--- src/rtl/tbuf_arb_pkg.sv ---
`default_nettype none
// +--------------------------------------------------------------------------+
// | Module      : tbuf_arb_pkg                                                |
// | Description : Shared types and constants for the tri-state bus arbiter.  |
// |               Holds the FSM state encoding and the widths of the hold    |
// |               counter and the bus-park (turnaround) counter.             |
// | Revision    : 1.0  initial release                                       |
// +--------------------------------------------------------------------------+
package tbuf_arb_pkg;

  // Arbiter FSM: IDLE = no owner, GRANT = one owner drives the bus,
  // TURN = bus parked with every driver disabled.
  typedef enum logic [1:0] {
    IDLE  = 2'd0,
    GRANT = 2'd1,
    TURN  = 2'd2
  } arb_state_e;

  // Hold counter must cover MAX_HOLD up to 255.
  localparam int HOLD_W = 8;
  // Turnaround counter must cover TURN_CYC up to 3.
  localparam int TURN_W = 2;

endpackage : tbuf_arb_pkg
`default_nettype wire

--- src/rtl/tbuf_arb_rr_pick.sv ---
`default_nettype none
// +--------------------------------------------------------------------------+
// | Module      : tbuf_arb_rr_pick                                            |
// | Description : Combinational rotate-priority picker. The search starts at |
// |               last_owner+1 (mod NREQ); the first set req bit wins.       |
// | Ports       : req        in  NREQ   request vector                       |
// |               last_owner in  OWN_W  index of the most recent owner       |
// |               winner     out NREQ   one-hot winner (0 when no request)   |
// |               valid      out 1      any request present                  |
// | Revision    : 1.0  initial release                                       |
// +--------------------------------------------------------------------------+
module tbuf_arb_rr_pick #(
  parameter int NREQ  = 4,
  parameter int OWN_W = 2
) (
  input  logic [NREQ-1:0]  req,
  input  logic [OWN_W-1:0] last_owner,
  output logic [NREQ-1:0]  winner,
  output logic             valid
);

  logic [NREQ-1:0] w_hi;    // requests strictly above last_owner
  logic [NREQ-1:0] w_pool;  // pool the lowest set bit is taken from

  // Requests above last_owner have priority; if none, wrap around to the
  // full vector. Taking the lowest set bit of the chosen pool is then the
  // same as a circular search starting at last_owner+1.
  always_comb begin
    w_hi = '0;
    for (int j = 0; j < NREQ; j++) begin
      w_hi[j] = req[j] && (j > int'(last_owner));
    end
    w_pool = (|w_hi) ? w_hi : req;
    // Two's-complement trick isolates the lowest set bit.
    winner = w_pool & (~w_pool + NREQ'(1));
    valid  = |req;
  end

endmodule : tbuf_arb_rr_pick
`default_nettype wire

--- src/rtl/tbuf_bus_arbiter.sv ---
`default_nettype none
// +--------------------------------------------------------------------------+
// | Module      : tbuf_bus_arbiter                                            |
// | Description : Round-robin owner arbiter for a shared tri-state bus with  |
// |               registered one-hot grants, active-low per-driver output    |
// |               enables and a guaranteed bus-park gap between owners.      |
// | Ports       : CK      in  1     clock, rising edge                       |
// |               RN      in  1     asynchronous active-low reset            |
// |               req     in  NREQ  per-requester level request              |
// |               gnt     out NREQ  registered one-hot grant                 |
// |               oen     out NREQ  registered active-low drive enable       |
// |               busy    out 1     any grant active                         |
// |               timeout out 1     one-cycle pulse on forced release        |
// | Build macro : TBUF_BUS_ARBITER_TIMEOUT_EN -- when defined, an owner is    |
// |               forcibly released after MAX_HOLD grant cycles and timeout  |
// |               pulses; when undefined there is no hold counter and the    |
// |               owner keeps the bus until its request drops.              |
// | Revision    : 1.0  initial release                                       |
// +--------------------------------------------------------------------------+
module tbuf_bus_arbiter
  import tbuf_arb_pkg::*;
#(
  parameter int NREQ     = 4,
  parameter int MAX_HOLD = 16,
  parameter int TURN_CYC = 1
) (
  input  logic            CK,
  input  logic            RN,
  input  logic [NREQ-1:0] req,
  output logic [NREQ-1:0] gnt,
  output logic [NREQ-1:0] oen,
  output logic            busy,
  output logic            timeout
);

  localparam int OWN_W = $clog2(NREQ);

  arb_state_e       state_q, state_d;
  logic [NREQ-1:0]  gnt_q, gnt_d;
  logic [NREQ-1:0]  oen_q;
  logic [OWN_W-1:0] last_q, last_d;
  logic [TURN_W-1:0] turn_q, turn_d;

  logic [NREQ-1:0]  w_win;
  logic             w_valid;
  logic [OWN_W-1:0] w_win_idx;
  logic             w_req_own;
  logic             w_hold_done;

  tbuf_arb_rr_pick #(
    .NREQ  (NREQ),
    .OWN_W (OWN_W)
  ) u_pick (
    .req        (req),
    .last_owner (last_q),
    .winner     (w_win),
    .valid      (w_valid)
  );

  // Index of the one-hot winner, remembered as the next rotation origin.
  always_comb begin
    w_win_idx = '0;
    for (int i = 0; i < NREQ; i++) begin
      if (w_win[i]) w_win_idx = OWN_W'(i);
    end
  end

  // gnt_q is one-hot in GRANT, so this is req[owner] without a variable index.
  assign w_req_own = |(req & gnt_q);

`ifdef TBUF_BUS_ARBITER_TIMEOUT_EN
  logic [HOLD_W-1:0] hold_q, hold_d;
  logic              timeout_q, timeout_d;
  assign w_hold_done = (hold_q == HOLD_W'(MAX_HOLD));
  assign timeout     = timeout_q;
`else
  // MAX_HOLD has no effect in this build.
  logic [HOLD_W-1:0] w_unused_max_hold;
  assign w_unused_max_hold = HOLD_W'(MAX_HOLD);
  assign w_hold_done       = 1'b0;
  assign timeout           = 1'b0;
`endif

  always_comb begin
    state_d = state_q;
    gnt_d   = gnt_q;
    last_d  = last_q;
    turn_d  = turn_q;
`ifdef TBUF_BUS_ARBITER_TIMEOUT_EN
    hold_d    = hold_q;
    timeout_d = 1'b0;
`endif
    case (state_q)
      IDLE: begin
        if (w_valid) begin
          state_d = GRANT;
          gnt_d   = w_win;
          last_d  = w_win_idx;
`ifdef TBUF_BUS_ARBITER_TIMEOUT_EN
          hold_d  = HOLD_W'(1);
`endif
        end
      end
      GRANT: begin
        // Release and timeout may coincide; TURN is entered once either way.
        if (!w_req_own || w_hold_done) begin
          state_d = TURN;
          gnt_d   = '0;
          turn_d  = TURN_W'(1);
`ifdef TBUF_BUS_ARBITER_TIMEOUT_EN
          timeout_d = w_hold_done;
          hold_d    = '0;
`endif
        end else begin
`ifdef TBUF_BUS_ARBITER_TIMEOUT_EN
          hold_d = hold_q + HOLD_W'(1);
`endif
        end
      end
      TURN: begin
        // The edge that ends the park is the edge that reaches IDLE, so the
        // IDLE arbitration is taken on it directly. This keeps the park gap
        // at exactly TURN_CYC cycles; req is only looked at on this edge.
        if (turn_q == TURN_W'(TURN_CYC)) begin
          if (w_valid) begin
            state_d = GRANT;
            gnt_d   = w_win;
            last_d  = w_win_idx;
`ifdef TBUF_BUS_ARBITER_TIMEOUT_EN
            hold_d  = HOLD_W'(1);
`endif
          end else begin
            state_d = IDLE;
          end
        end else begin
          turn_d = turn_q + TURN_W'(1);
        end
      end
      default: begin
        state_d = IDLE;
        gnt_d   = '0;
      end
    endcase
  end

  always_ff @(posedge CK or negedge RN) begin
    if (!RN) begin
      state_q <= IDLE;
      gnt_q   <= '0;
      oen_q   <= '1;
      // Rotation starts after the top index so req[0] wins first.
      last_q  <= OWN_W'(NREQ - 1);
      turn_q  <= '0;
    end else begin
      state_q <= state_d;
      gnt_q   <= gnt_d;
      oen_q   <= ~gnt_d;
      last_q  <= last_d;
      turn_q  <= turn_d;
    end
  end

`ifdef TBUF_BUS_ARBITER_TIMEOUT_EN
  always_ff @(posedge CK or negedge RN) begin
    if (!RN) begin
      hold_q    <= '0;
      timeout_q <= 1'b0;
    end else begin
      hold_q    <= hold_d;
      timeout_q <= timeout_d;
    end
  end
`endif

  assign gnt  = gnt_q;
  assign oen  = oen_q;
  assign busy = |gnt_q;

endmodule : tbuf_bus_arbiter
`default_nettype wire
--- config.mk ---
export PLATFORM = sky130hd
export DESIGN_NAME = tbuf_bus_arbiter
export DESIGN_NICKNAME = d
export VERILOG_FILES = /design/src/rtl/tbuf_arb_pkg.sv /design/src/rtl/tbuf_arb_rr_pick.sv /design/src/rtl/tbuf_bus_arbiter.sv
export SDC_FILE = /design/constraint.sdc
export NUM_CORES = 1
export LEC_CHECK = 0
export CAP_MARGIN = 5
export CORE_MARGIN = 5
export CORE_UTILIZATION = 47
export DETAILED_ROUTE_END_ITERATION = 10
export PLACE_DENSITY = 0.82
export SLEW_MARGIN = 20
export SYNTH_ARGS = -nofsm -noshare
export SYNTH_HDL_FRONTEND = slang
export SYNTH_SLANG_ARGS = --single-unit
--- constraint.sdc ---
create_clock -name CK -period 2.1 [get_ports CK]
set_clock_uncertainty 0.15 [all_clocks]
set_input_delay 0.21 -clock CK [delete_from_list [all_inputs] [get_ports CK]]
set_output_delay 0.21 -clock CK [all_outputs]
set_load 0.01 [all_outputs]
==> impl_metrics.tcl, run 1 <==
set metrics [dict create \
    outcome "completed" \
    ys_types 31 \
    ir_worst_vdd_mv 0.709 \
    clkPwrFrac 0.156 \
    routed_via_density 6.20 \
    crit_arrival_ps 1820 \
    finalNonFillerCells 94 \
    die_w_um 48.6 \
    syn_avg_cell_area_um2 11.9 \
    finalSetupViolations 0 \
    synth_top_area_frac 0.286 \
    clk_pin_slew_ps 90 \
    drc 0 \
    gr-total-overflow 0 \
    p_total_uw 1230 \
    hold_path.class "in2async" \
    clock_sinks 14 \
    finalWirelength_um 1480 \
    core_area_um2 1450 \
    multiInputGateArea_um2 315 \
    crit_fanout 8 \
    num_antenna_cells 0 \
    synth_seq_cells 14 \
    portBuffers 14 \
    seq_power_share 0.393 \
    start_util 0.481 \
    synth_nets 66 \
    maxCapViolCount 0 \
    setup.worst_path.start_class "flop" \
    ys_dominant_reg_cell "dfrtp_1" \
    r2r_start "gnt[3]" \
    synth_cells 59 \
    nFillCells 128 \
    grt_pass1_wl_um 2280 \
    worstSkewPairLatency_ps 280 \
    num_rows 14 \
    die_y_um 48.6 \
    end_kind "flop" \
    clk_path_buf_depth 2 \
    routabilityCongestion 0.766 \
    firstDrtPassIters 4 \
    rsz0062_at_grt "false" \
    dp.cells 88 \
    post-route-period-util 0.854 \
    synth_common_cells "8 x dfrtp_1, 6 x a22o_1, 6 x dfstp_2, 5 x inv_1, 3 x nand2_1" \
    cp_data_required_time_ps 2120 \
    grtUsageTotal 0.118 \
    ant_nets 0 \
    yosysWarnings 0 \
    grt_start_max_net_pins 15 \
    final-max-slew-violation-count 0 \
    fin_crit_ps 1790 \
    p_int_uw 789 \
    pre_cts_ws_ps 79.2 \
    finalSetupTns_ps 0 \
    yosysSeqAreaShare 0.512 \
    syn_to_final_growth_pct 29.7 \
    worstSetupPathType "reg2reg" \
    switchingPower_uw 443 \
    hold_viol 0 \
    tightest_slew_ps 632 \
    fmax_mhz 558 \
    num_vias 583 \
    fin_ws_ps 307 \
    post_drt_wl_per_cell_um 15.7 \
    cts_buffers 3 \
    dpl.hpwl_um 1030 \
    yosysMostFrequentCell "dfrtp_1" \
    regArea_um2 359 \
    synthTopCellsByArea "dfrtp_1 29%, dfstp_2 23%, a22o_1 7.5%" \
    cts_root_buffer "clkbuf_4" \
    swShare 0.360 \
    dieArea_um2 2360 \
    r2r_slack_ps 310 \
    fin_nets 86 \
    grt_antenna_before_repair 0 \
    cts_tree "yes" \
    maxSlewHeadroom 0.578 \
    ff2ff_path_depth 5 \
    drive_above_1_share 0.244 \
    regToRegEndpoint "gnt[1]" \
    synth_top_area_cell "dfrtp_1" \
    h-tree-depth 1 \
    drt_iter0_drc 17 \
    grt_pass1_vias 539 \
    synth_edf_count 0 \
    powerDensity_nw_per_um2 1360 \
    power.leakage_uw 0.000383 \
    async_reset_ff_frac 1.00 \
    p_comb_frac 0.450 \
    ios 16 \
    syn_area_um2 699 \
]
[area by class of cell]
class / instances / share of cell area
tap: 16 / 0.0221
multi-input combinational: 39 / 0.348
inverter: 5 / 0.0207
timing repair buffer: 16 / 0.174
sequential: 14 / 0.396
clock buffer: 4 / 0.0400
[what timing repair did]
item / 4_1_cts / 5_1_grt
buffers inserted: 0 / 2
hold buffers: 0 / 0
endpoints found under the setup margin: 0 / 1
gates resized for setup: 0 / 2
[metrics by stage]
stage                     cell area, um^2  hold WS, ps   util
after global routing                  907          212  0.624
after floorplan                       699         -236      -
final                                 907          164  0.624
after CTS                             888          181  0.611
after detailed placement              852          330  0.586
after global placement                852          316  0.586
[registers in the layout (all words and copies together) (netlist names)]
name / count
last_q: 2
oen: 4
turn_q: 2
gnt: 4
state_q: 2
[cells by family after synthesis]
| kind of cell | after synthesis | synth area share |
|---|---|---|
| buffers and inverters | 6 | 0.0376 |
| adder cells (fa/ha/maj) | 1 | 0.0179 |
| flip-flops | 14 | 0.512 |
| AND/OR/NAND/NOR | 15 | 0.138 |
| other | 1 | 0.00536 |
| multiplexers | 1 | 0.0143 |
| AO/OA/AOI/OAI | 21 | 0.275 |
[placed cells by master (no fill, tap or decap)]
| cell | netlist | routed |
|---|---|---|
| a32o_1 | 2 | 2 |
| mux2i_1 | 1 | 1 |
| o211ai_1 | 1 | 1 |
| or3_4 | 1 | 1 |
| o21bai_1 | 1 | 1 |
| nor2b_1 | 2 | 2 |
| a22o_1 | 6 | 6 |
| a31oi_4 | 1 | 1 |
| nor4_2 | 1 | 1 |
| dlymetal6s2s_1 | 0 | 1 |
| o21ai_0 | 1 | 1 |
| nor2_1 | 1 | 1 |
| a31oi_1 | 1 | 1 |
| a221oi_2 | 1 | 1 |
| o21ai_1 | 1 | 1 |
| a32oi_1 | 2 | 2 |
| dfstp_2 | 6 | 6 |
| or4_1 | 1 | 1 |
| ha_1 | 1 | 1 |
| a22oi_1 | 2 | 2 |
| dfrtp_2 | 0 | 1 |
| and3_2 | 1 | 1 |
| o22ai_2 | 1 | 1 |
| dfrtp_1 | 8 | 7 |
| nor3_1 | 2 | 2 |
| inv_1 | 5 | 5 |
| nand2_1 | 3 | 3 |
| clkdlybuf4s50_1 | 0 | 13 |
| nand2b_1 | 1 | 1 |
| buf_4 | 1 | 2 |
| and2_1 | 1 | 1 |
| clkbuf_8 | 0 | 1 |
| nand3b_1 | 1 | 1 |
| conb_1 | 1 | 1 |
| clkbuf_4 | 0 | 3 |
| a21boi_0 | 1 | 1 |
[critical path, stage by stage, from the launching register on]
cell	delay (ps)
dfrtp_1	420
buf_4	150
a22o_1	210
a221oi_2	270
o22ai_2	220
a22o_1	270
[power by group through the flow]
stage | logic (uW) | clock network, uW | registers, uW
floorplan | 318 | 0 | 494
global placement | 534 | 0 | 483
detailed placement | 543 | 0 | 488
CTS | 548 | 197 | 483
global route | 603 | 214 | 498
finish | 555 | 193 | 485
[worst max path at each step]
stage                         start  endpoint  slack [ps]  cells past startpoint
final                        gnt[3]    gnt[1]         310                      5
after global routing         gnt[3]    oen[1]         210                      5
after detailed placement     req[3]    gnt[1]          80                      5
after global placement       req[3]    gnt[0]          90                      5
after CTS                    gnt[3]      busy           2                      2
after floorplan           turn_q[1]    gnt[2]         490                      6
[routing by layer]
layer / vias up / GRT usage / wire, um
met5: - / 0 / 0
met4: 0 / 0.0404 / 15
met3: 4 / 0.0307 / 85
met2: 22 / 0.204 / 781
met1: 292 / 0.139 / 593
li1: 265 / - / -
Note: power is estimated with default switching activity, not from simulation.
==> run 2, diff against run 1 <==
Settings changed: CAP_MARGIN 5 to 20, SKIP_CTS_REPAIR_TIMING set to 1.
==> results of run 2 <==
Final layout, timing and power as in run 1 (identical DEF).
